--- config.mk ---
export PLATFORM = sky130hd
export DESIGN_NAME = prog_loader_flat
export DESIGN_NICKNAME = d
export VERILOG_FILES = /design/src/rtl/prog_loader_pkg.sv /design/src/rtl/prog_loader_if.sv /design/src/rtl/prog_loader.sv /design/src/flat_wrapper.sv
export SDC_FILE = /design/constraint.sdc
export NUM_CORES = 1
export LEC_CHECK = 0
export ABC_CLOCK_PERIOD_IN_PS = 3300
export BUFFER_PORTS_ARGS = -buffer_cell sky130_fd_sc_hd__buf_2
export CAP_MARGIN = 25
export CORE_MARGIN = 8
export CORE_UTILIZATION = 57
export DETAILED_ROUTE_END_ITERATION = 10
export PLACE_DENSITY = 0.79
export SETUP_SLACK_MARGIN = 0.3
export SLEW_MARGIN = 10
export SYNTH_ARGS = -nofsm -noshare
export SYNTH_HDL_FRONTEND = slang
export SYNTH_SLANG_ARGS = --single-unit
export TNS_END_PERCENT = 1
--- constraint.sdc ---
create_clock -name clk -period 3.3 [get_ports clk]
set_input_delay 0.495 -clock clk [delete_from_list [all_inputs] [get_ports clk]]
set_output_delay 0.495 -clock clk [all_outputs]
set_load 0.01 [all_outputs]
--- src/rtl/prog_loader_pkg.sv ---
// Shared types and constants for the byte-stream program loader.
// Words arrive as {hi, lo} byte pairs; a count byte of zero stands for a full 256-word image.
package prog_loader_pkg;

   typedef enum logic [2:0] {
      IDLE,
      COUNT,
      WHI,
      WLO,
      WR,
      CSUM,
      DONE
   } state_e;

   localparam logic [7:0] DEFAULT_SYNC_BYTE = 8'hA5;
   localparam int         BYTES_PER_WORD    = 2;
   localparam int         MAX_WORDS         = 256;

endpackage

--- src/rtl/prog_loader_if.sv ---
// Byte-stream input handshake plus program-RAM write port and CPU control of the loader.
// The loader side uses the slave modport; the byte source / RAM / CPU side uses master.
interface prog_loader_if #(
   parameter int ADDR_WIDTH = 8,
   parameter int DATA_WIDTH = 12
);

   logic [7:0]            in_data;
   logic                  in_valid;
   logic                  in_ready;
   logic [ADDR_WIDTH-1:0] mem_addr;
   logic [DATA_WIDTH-1:0] mem_din;
   logic                  mem_we;
   logic                  cpu_hold;
   logic                  done;
   logic                  err;

   modport master (
      output in_data,
      output in_valid,
      input  in_ready,
      input  mem_addr,
      input  mem_din,
      input  mem_we,
      input  cpu_hold,
      input  done,
      input  err
   );

   modport slave (
      input  in_data,
      input  in_valid,
      output in_ready,
      output mem_addr,
      output mem_din,
      output mem_we,
      output cpu_hold,
      output done,
      output err
   );

endinterface

--- src/rtl/prog_loader.sv ---
// Program loader: unpacks a framed byte stream into RAM words, holding the CPU until the
// frame checksum verifies. All outputs are registered, computed from the next state.
module prog_loader
   import prog_loader_pkg::*;
#(
   parameter int         ADDR_WIDTH = 8,
   parameter int         DATA_WIDTH = 12,
   parameter logic [7:0] SYNC_BYTE  = DEFAULT_SYNC_BYTE
) (
   input  logic         clk,
   input  logic         rst_n,
   prog_loader_if.slave bus
);

   localparam int HI_BITS = DATA_WIDTH - 8 * (BYTES_PER_WORD - 1);

   state_e                state_q,    state_d;
   logic                  in_ready_q, in_ready_d;
   logic [ADDR_WIDTH-1:0] mem_addr_q, mem_addr_d;
   logic [DATA_WIDTH-1:0] mem_din_q,  mem_din_d;
   logic                  mem_we_q,   mem_we_d;
   logic                  cpu_hold_q, cpu_hold_d;
   logic                  done_q,     done_d;
   logic                  err_q,      err_d;
   logic [HI_BITS-1:0]    hi_q,       hi_d;
   logic [7:0]            sum_q,      sum_d;
   logic [8:0]            remain_q,   remain_d;
   logic                  nib_err_q,  nib_err_d;

   logic                  xfer;
   logic                  is_sync;
   logic [7:0]            csum_total;
   logic                  csum_ok;
   logic                  hi_overflow;

   assign xfer        = bus.in_valid && in_ready_q;
   assign is_sync     = (bus.in_data == SYNC_BYTE);
   assign csum_total  = sum_q + bus.in_data;
   assign csum_ok     = (csum_total == 8'd0) && !nib_err_q;
   // Any hi-byte bits that would fall above the RAM word width mark the image as corrupt.
   assign hi_overflow = (({bus.in_data, 8'h00}) >> DATA_WIDTH) != 16'd0;

   always_ff @(posedge clk or negedge rst_n) begin
      if (!rst_n) begin
         state_q    <= IDLE;
         in_ready_q <= 1'b0;
         mem_addr_q <= '0;
         mem_din_q  <= '0;
         mem_we_q   <= 1'b0;
         cpu_hold_q <= 1'b0;
         done_q     <= 1'b0;
         err_q      <= 1'b0;
         hi_q       <= '0;
         sum_q      <= '0;
         remain_q   <= '0;
         nib_err_q  <= 1'b0;
      end else begin
         state_q    <= state_d;
         in_ready_q <= in_ready_d;
         mem_addr_q <= mem_addr_d;
         mem_din_q  <= mem_din_d;
         mem_we_q   <= mem_we_d;
         cpu_hold_q <= cpu_hold_d;
         done_q     <= done_d;
         err_q      <= err_d;
         hi_q       <= hi_d;
         sum_q      <= sum_d;
         remain_q   <= remain_d;
         nib_err_q  <= nib_err_d;
      end
   end

   always_comb begin
      state_d = state_q;
      case (state_q)
         IDLE:    if (xfer && is_sync) state_d = COUNT;
         COUNT:   if (xfer) state_d = WHI;
         WHI:     if (xfer) state_d = WLO;
         WLO:     if (xfer) state_d = WR;
         WR:      state_d = (remain_q == 9'd1) ? CSUM : WHI;
         CSUM:    if (xfer) state_d = csum_ok ? DONE : IDLE;
         DONE:    state_d = IDLE;
         default: state_d = IDLE;
      endcase
   end

   // Handshake and strobe outputs are registered from the next state so they line up with it.
   always_comb begin
      case (state_d)
         IDLE, COUNT, WHI, WLO, CSUM: in_ready_d = 1'b1;
         default:                     in_ready_d = 1'b0;
      endcase
      mem_we_d   = (state_d == WR);
      done_d     = (state_d == DONE);

      mem_addr_d = mem_addr_q;
      mem_din_d  = mem_din_q;
      cpu_hold_d = cpu_hold_q;
      err_d      = err_q;
      hi_d       = hi_q;
      sum_d      = sum_q;
      remain_d   = remain_q;
      nib_err_d  = nib_err_q;

      case (state_q)
         IDLE: begin
            if (xfer && is_sync) begin
               cpu_hold_d = 1'b1;
               err_d      = 1'b0;
               mem_addr_d = '0;
               sum_d      = '0;
               nib_err_d  = 1'b0;
            end
         end
         COUNT: begin
            if (xfer) begin
               remain_d = (bus.in_data == 8'd0) ? 9'(MAX_WORDS) : {1'b0, bus.in_data};
               sum_d    = csum_total;
            end
         end
         WHI: begin
            if (xfer) begin
               hi_d  = bus.in_data[HI_BITS-1:0];
               sum_d = csum_total;
               if (hi_overflow) begin
                  nib_err_d = 1'b1;
               end
            end
         end
         WLO: begin
            if (xfer) begin
               mem_din_d = {hi_q, bus.in_data};
               sum_d     = csum_total;
            end
         end
         WR: begin
            mem_addr_d = mem_addr_q + ADDR_WIDTH'(1);
            remain_d   = remain_q - 9'd1;
         end
         CSUM: begin
            if (xfer && !csum_ok) begin
               err_d = 1'b1;
            end
         end
         DONE: begin
            cpu_hold_d = 1'b0;
         end
         default: begin
         end
      endcase
   end

   assign bus.in_ready = in_ready_q;
   assign bus.mem_addr = mem_addr_q;
   assign bus.mem_din  = mem_din_q;
   assign bus.mem_we   = mem_we_q;
   assign bus.cpu_hold = cpu_hold_q;
   assign bus.done     = done_q;
   assign bus.err      = err_q;

endmodule

--- src/flat_wrapper.sv ---
// flat-port wrapper written by rule: the top's interface ports become plain ports
module prog_loader_flat import prog_loader_pkg::*;
#(
   parameter int         ADDR_WIDTH = 8,
   parameter int         DATA_WIDTH = 12,
   parameter logic [7:0] SYNC_BYTE  = DEFAULT_SYNC_BYTE
)
  (clk, rst_n, bus_in_data, bus_in_valid, bus_in_ready, bus_mem_addr, bus_mem_din, bus_mem_we, bus_cpu_hold, bus_done, bus_err);
  prog_loader_if #(.ADDR_WIDTH(ADDR_WIDTH), .DATA_WIDTH(DATA_WIDTH)) bus_i ();
  input  logic clk;
  input  logic rst_n;
  input wire logic [$bits(bus_i.in_data)-1:0] bus_in_data;
  input wire logic [$bits(bus_i.in_valid)-1:0] bus_in_valid;
  output wire logic [$bits(bus_i.in_ready)-1:0] bus_in_ready;
  output wire logic [$bits(bus_i.mem_addr)-1:0] bus_mem_addr;
  output wire logic [$bits(bus_i.mem_din)-1:0] bus_mem_din;
  output wire logic [$bits(bus_i.mem_we)-1:0] bus_mem_we;
  output wire logic [$bits(bus_i.cpu_hold)-1:0] bus_cpu_hold;
  output wire logic [$bits(bus_i.done)-1:0] bus_done;
  output wire logic [$bits(bus_i.err)-1:0] bus_err;
  assign bus_i.in_data = bus_in_data;
  assign bus_i.in_valid = bus_in_valid;
  assign bus_in_ready = bus_i.in_ready;
  assign bus_mem_addr = bus_i.mem_addr;
  assign bus_mem_din = bus_i.mem_din;
  assign bus_mem_we = bus_i.mem_we;
  assign bus_cpu_hold = bus_i.cpu_hold;
  assign bus_done = bus_i.done;
  assign bus_err = bus_i.err;
  prog_loader #(.ADDR_WIDTH(ADDR_WIDTH), .DATA_WIDTH(DATA_WIDTH), .SYNC_BYTE(SYNC_BYTE)) u_core (.clk(clk), .rst_n(rst_n), .bus(bus_i));
endmodule
### After elaboration in Yosys (flattened, before gate mapping)

Cells that the tools add are included.
Widths: inputs -> output; s select.

* bits in registers: 50
* bits of input ports: 11
* output and inout bits: 25
* word-level logic and storage cells: 86

* add/sub/neg operators: 3
* equality and inequality tests: 20
* multiplexer cells: 24
* reduce and logical (&&, ||, !) cells: 27

Operator list (number)
* $pmux 8 s2: 2
* $mux 3: 7
* $eq 3x3->1 const B: 6
* $mux 9: 2
* $pmux 3 s6: 1
* $pmux 9 s2: 1
* $logic_not 8->1: 2
* $mux 8: 2
* $reduce_bool 16->1: 1
* $eq 3x2->1 const B: 4
* $ne 2x1->1 const B: 6
* $reduce_bool 2->1: 6
* $reduce_and 2->1: 5
* $eq 9x1->1 const B: 1
* $sub 9x1->9 const B: 1
* $add 8x1->8 const B: 1
* $add 8x8->8: 1
* $eq 8x8->1 const B: 1
* $eq 3x1->1 const B: 2
* $logic_not 3->1: 2
* $mux 1: 6
* $pmux 1 s2: 3
* $reduce_and 3->1: 2
* $reduce_or 5->1: 1
* other kinds (4): 8

### Depth between registers and ports, before layout

* word-level depth: 9
* mapped depth: 8
* depth with buffers taken out: 8

### Worst setup path after synthesis

OpenSTA, ideal clock, no wires.

* path kind: input to register
* start: input bus_in_data[0]
* end: register u_core.in_ready_q, in the netlist u_core.bus.in_ready
* library setup time: 0.126 ns
* arrival: 2.342 ns
* required time: 3.174 ns
* setup slack: 0.831 ns
* stages: 7
* path buffers: 0
* cells stage by stage: ha_1 fa_1 xor2_1 or4_1 nor4_1 nand3_1 a311o_1

* cells in the longest elaborated chain, start to end: 9
* elaborated cells on any way between the ends: 16
* those cells by class: add/sub (1); eq/ne (5); mux (5); reduce/logical (5)

Ends and longest elaborated chain
* start: declaration: line flat_wrapper.sv:12 `input wire logic [$bits(bus_i.in_data)-1:0] bus_in_data;`
* $add 8x8->8: line prog_loader.sv:38 `assign csum_total = sum_q + bus.in_data;`
* $logic_not 8->1: line prog_loader.sv:39 `assign csum_ok = (csum_total == 8'd0) && !nib_err_q;`
* $logic_and 1x1->1: line prog_loader.sv:39
* $mux 3 (2 in series): line prog_loader.sv:81 `CSUM: if (xfer) state_d = csum_ok ? DONE : IDLE;`
* $pmux 3 s6 (*): line prog_loader.sv:75 `case (state_q)`
* $eq 3x1->1 (tied with other cells): line prog_loader.sv:89 `case (state_d)`
* $reduce_or 5->1 (*): line prog_loader.sv:89
* $mux 1 (*): line prog_loader.sv:89
* net u_core.in_ready_d: line prog_loader.sv:18 `logic in_ready_q, in_ready_d;`
* end signal: assignment: line prog_loader.sv:59 `in_ready_q <= in_ready_d;`
* end: declaration: line prog_loader.sv:18

Mark *: on every way through the listed nets, which the timed path passes. The rest lies on a longest branch.
A chain may end at the register's enable or synchronous reset.

### Worst setup path in the final report

* start: register u_core.sum_q[0]
* end: register u_core.in_ready_q, in the netlist u_core.bus.in_ready

* cells in the longest elaborated chain, start to end: 9
* elaborated cells on any way between the ends: 13
* those cells by class: add/sub (1); eq/ne (4); mux (4); reduce/logical (4)

Ends and longest elaborated chain
* start: declaration: line prog_loader.sv:26 `logic [7:0] sum_q, sum_d;`
* start signal: assignment: line prog_loader.sv:67 `sum_q <= sum_d;`
* $add 8x8->8 (*): line prog_loader.sv:38
* $logic_not 8->1 (*): line prog_loader.sv:39
* $logic_and 1x1->1 (*): line prog_loader.sv:39
* $mux 3 (*) (2 in series): line prog_loader.sv:81
* $pmux 3 s6 (*): line prog_loader.sv:75
* $eq 3x1->1 (tied with other cells): line prog_loader.sv:89
* $reduce_or 5->1 (*): line prog_loader.sv:89
* $mux 1 (*): line prog_loader.sv:89
* net u_core.in_ready_d: line prog_loader.sv:18

Marked as above.

==> reports/metrics.cfg <==
[yosys]
synth_nets = 272
yosysSeqAreaShare_pct = 48.61
synth-main-ff-cell = dfrtp_1
ys_async_sr_fraction_pct = 100.0
synthXorXnorAreaFrac_pct = 2.382
synth_edf_count = 0
yosys.area.top_type = dfrtp_1
netlist-cell-type-count = 52
synth_top_family_by_area = simple AND/OR/NAND/NOR gates
yosys-top-cells-area = dfrtp_1 49%, mux2_2 7.0%, nand2_1 5.3%
ys_warn_count = 0
yosys.area_share.adder_pct = 5.639
yosysMostFrequentCell = dfrtp_1
synthCells = 250
synth_mux_area_share_pct = 7.000
synth_commonest_cells = 50 x dfrtp_1, 36 x nand2_1, 21 x nor2_1
synth-simple-area-share_pct = 20.18
syn_area_per_cell_um2 = 10.29
ys_ff_latch = 50
yosysTopAreaCellShare_pct = 48.61
synth_area_um2 = 2574
synth_compound_area_share_pct = 13.76

[timing]
slew_viol_final = 0
hold_viol = 0
hold_slack_ps = 165.3
finalClockSkew_ps = 6.689
period_minus_slack_ps = 2559
clock.fmax_ghz = 0.3908
fin_setup_tns_ps = 0
tightestPinTransition_ps = 768.5
relSlewSlack_pct = 48.29
finalSetupViolations = 0
rsz0062_at_grt = no
fin_crit_sh_pct = 77.55

[critical_path]
crit_type = reg2reg
slowest_stage = or4_1
reg2reg_depth = 7
cp_max_fo = 5
rr_endpoint = u_core.bus.in_ready
r2r_start = u_core.sum_q[0]
worstPathCellList = ha_1 > fa_1 > xor2_1 > or4_1 > nor4_1 > nand3_1 > a311o_1
path_delay_family = simple AND/OR/NAND/NOR gates
crit_arrival_ps = 2760
crit_path_start_kind = flip-flop
crit_buf_inv = 0
endpoint_kind = flip-flop
critPathMaxStageDelay_ps = 420
worst-endpoint-required_ps = 3500
r2r_setup_slack_ps = 740

[clock_tree]
cts_setup_buffers = 0
clockRootBuffer = clkbuf_8
cts_buffers = 5
cts-htree-levels = 2
postCtsHoldBufs = 0
clock_latency_ps = 300
cts_resized = 0
clk_pin_slew_worst_paths_ps = 100
cts.sinks = 50
clock_path_buffers = 2
cts_tree = yes

[status]
status = completed

[floorplan]
dieArea_um2 = 6921
core_um2 = 4354
die_w_um = 83.20
pin_count = 36
start_util_pct = 59.11
std_cell_rows = 24
fp.dieH_um = 83.20

[pwr]
p_switching_mw = 0.9313
clock_power_share_pct = 17.7
p_leak_nw = 1.306
switching_share_pct = 37.64
peakVddDrop_v = 0.0005403
powerDensity_nw_per_um2 = 853.4
internal_power_mw = 1.543
sequentialPowerShare_pct = 42.8
combPwrFrac_pct = 39.5

[global_route]
grt_util_all_layers_pct = 16.92
grt_start_max_net_pins = 28
grt_pass1_vias = 2070
antenna_found_initial = 0
gr-total-overflow = 0
grt_first_pass_wirelength_um = 9956

[flow_run]
cap_violations = 0

[worst_hold_path]
min_path_type = in2async

[routing]
wl_per_cell_um = 17.01
drt_iter0_drc = 144
vias = 2040
drc = 0
drt-vias-per-instance = 6.036
drt_pre_antenna_iters = 4
wirelength_um = 5748
ant_nets = 0

[final_layout]
antenna_cells = 0
drive_gt1_share_pct = 25.52
nNetsFinal = 307
final_util_pct = 66.58
area_delta_synth_final_pct = 12.64

[place]
io_buffers = 35
place_hpwl_um = 4296
gp_congestion = 0.8654

metal layers:
metal  share of wire (%)  track usage, %
met1                  45           22.37
met5                   0               0
met4                 1.4           5.272
met3                 4.6           3.906
met2                  49           26.66
layout make-up:
type                    instances  area (um^2)
multi-input cells             189         1260
inverters                       2        7.507
clock inverters                 3        43.79
repair buffers                 37        202.7
well taps                      52        65.06
clock buffers                   5        68.82
fillers                       356         1455
flip-flops and latches         50         1251
cell usage in the layout, fill, tap and decap left out, drive strengths merged, types with 4 or more instances in the layout:
cell type,n
a21oi,8
a31oi,5
buf,37
clkbuf,5
dfrtp,50
ha,10
mux2,16
nand2,38
nand3,15
nor2,22
o21ai,14
or4,4
xor2,5
worst max-delay path by stage:
stage	cells after the start	endpoint	start
6_report	7	u_core.bus.in_ready	u_core.sum_q[0]
5_1_grt	7	u_core.bus.in_ready	u_core.sum_q[0]
4_1_cts	7	u_core.bus.in_ready	u_core.sum_q[0]
3_5_place_dp	8	u_core.bus.in_ready	bus_in_data[0]
3_3_place_gp	8	u_core.bus.in_ready	bus_in_data[0]
2_1_floorplan	7	u_core.bus.in_ready	bus_in_data[0]
kinds of logic after synthesis:
group | Yosys count
adder cells (fa/ha/maj) | 11
AND/OR/NAND/NOR | 104
flip-flops | 50
multiplexers | 16
AO/OA/AOI/OAI | 51
buffers and inverters | 11
XOR/XNOR | 7
state kept, by name, summed over array words and instances (netlist names), 3 cells and up:
| signal | cells |
|---|---|
| u_core.bus.mem_din | 12 |
| u_core.remain_q | 9 |
| u_core.bus.mem_addr | 8 |
| u_core.sum_q | 8 |
| u_core.hi_q | 4 |
| u_core.state_q | 3 |
power groups by stage:
stage / Clock [mW] / Sequential [mW] / Combinational (mW)
floorplan: 0 / 1.05 / 0.693
global placement: 0 / 1.05 / 0.940
detailed placement: 0 / 1.07 / 0.981
CTS: 0.445 / 1.06 / 0.987
global route: 0.473 / 1.09 / 1.09
finish: 0.438 / 1.06 / 0.977
through the flow:
stage,instance area [um^2],power (mW),setup WS (ps),cells
3_5_place_dp,2786,2.047,487.3,330
5_1_grt,2899,2.659,681.6,338
4_1_cts,2899,2.490,752.9,338
3_3_place_gp,2766,1.993,532.2,329
6_report,2899,2.474,740.8,338
2_1_floorplan,2574,1.743,831.3,250
No activity file was read; power rests on OpenSTA's default activity.
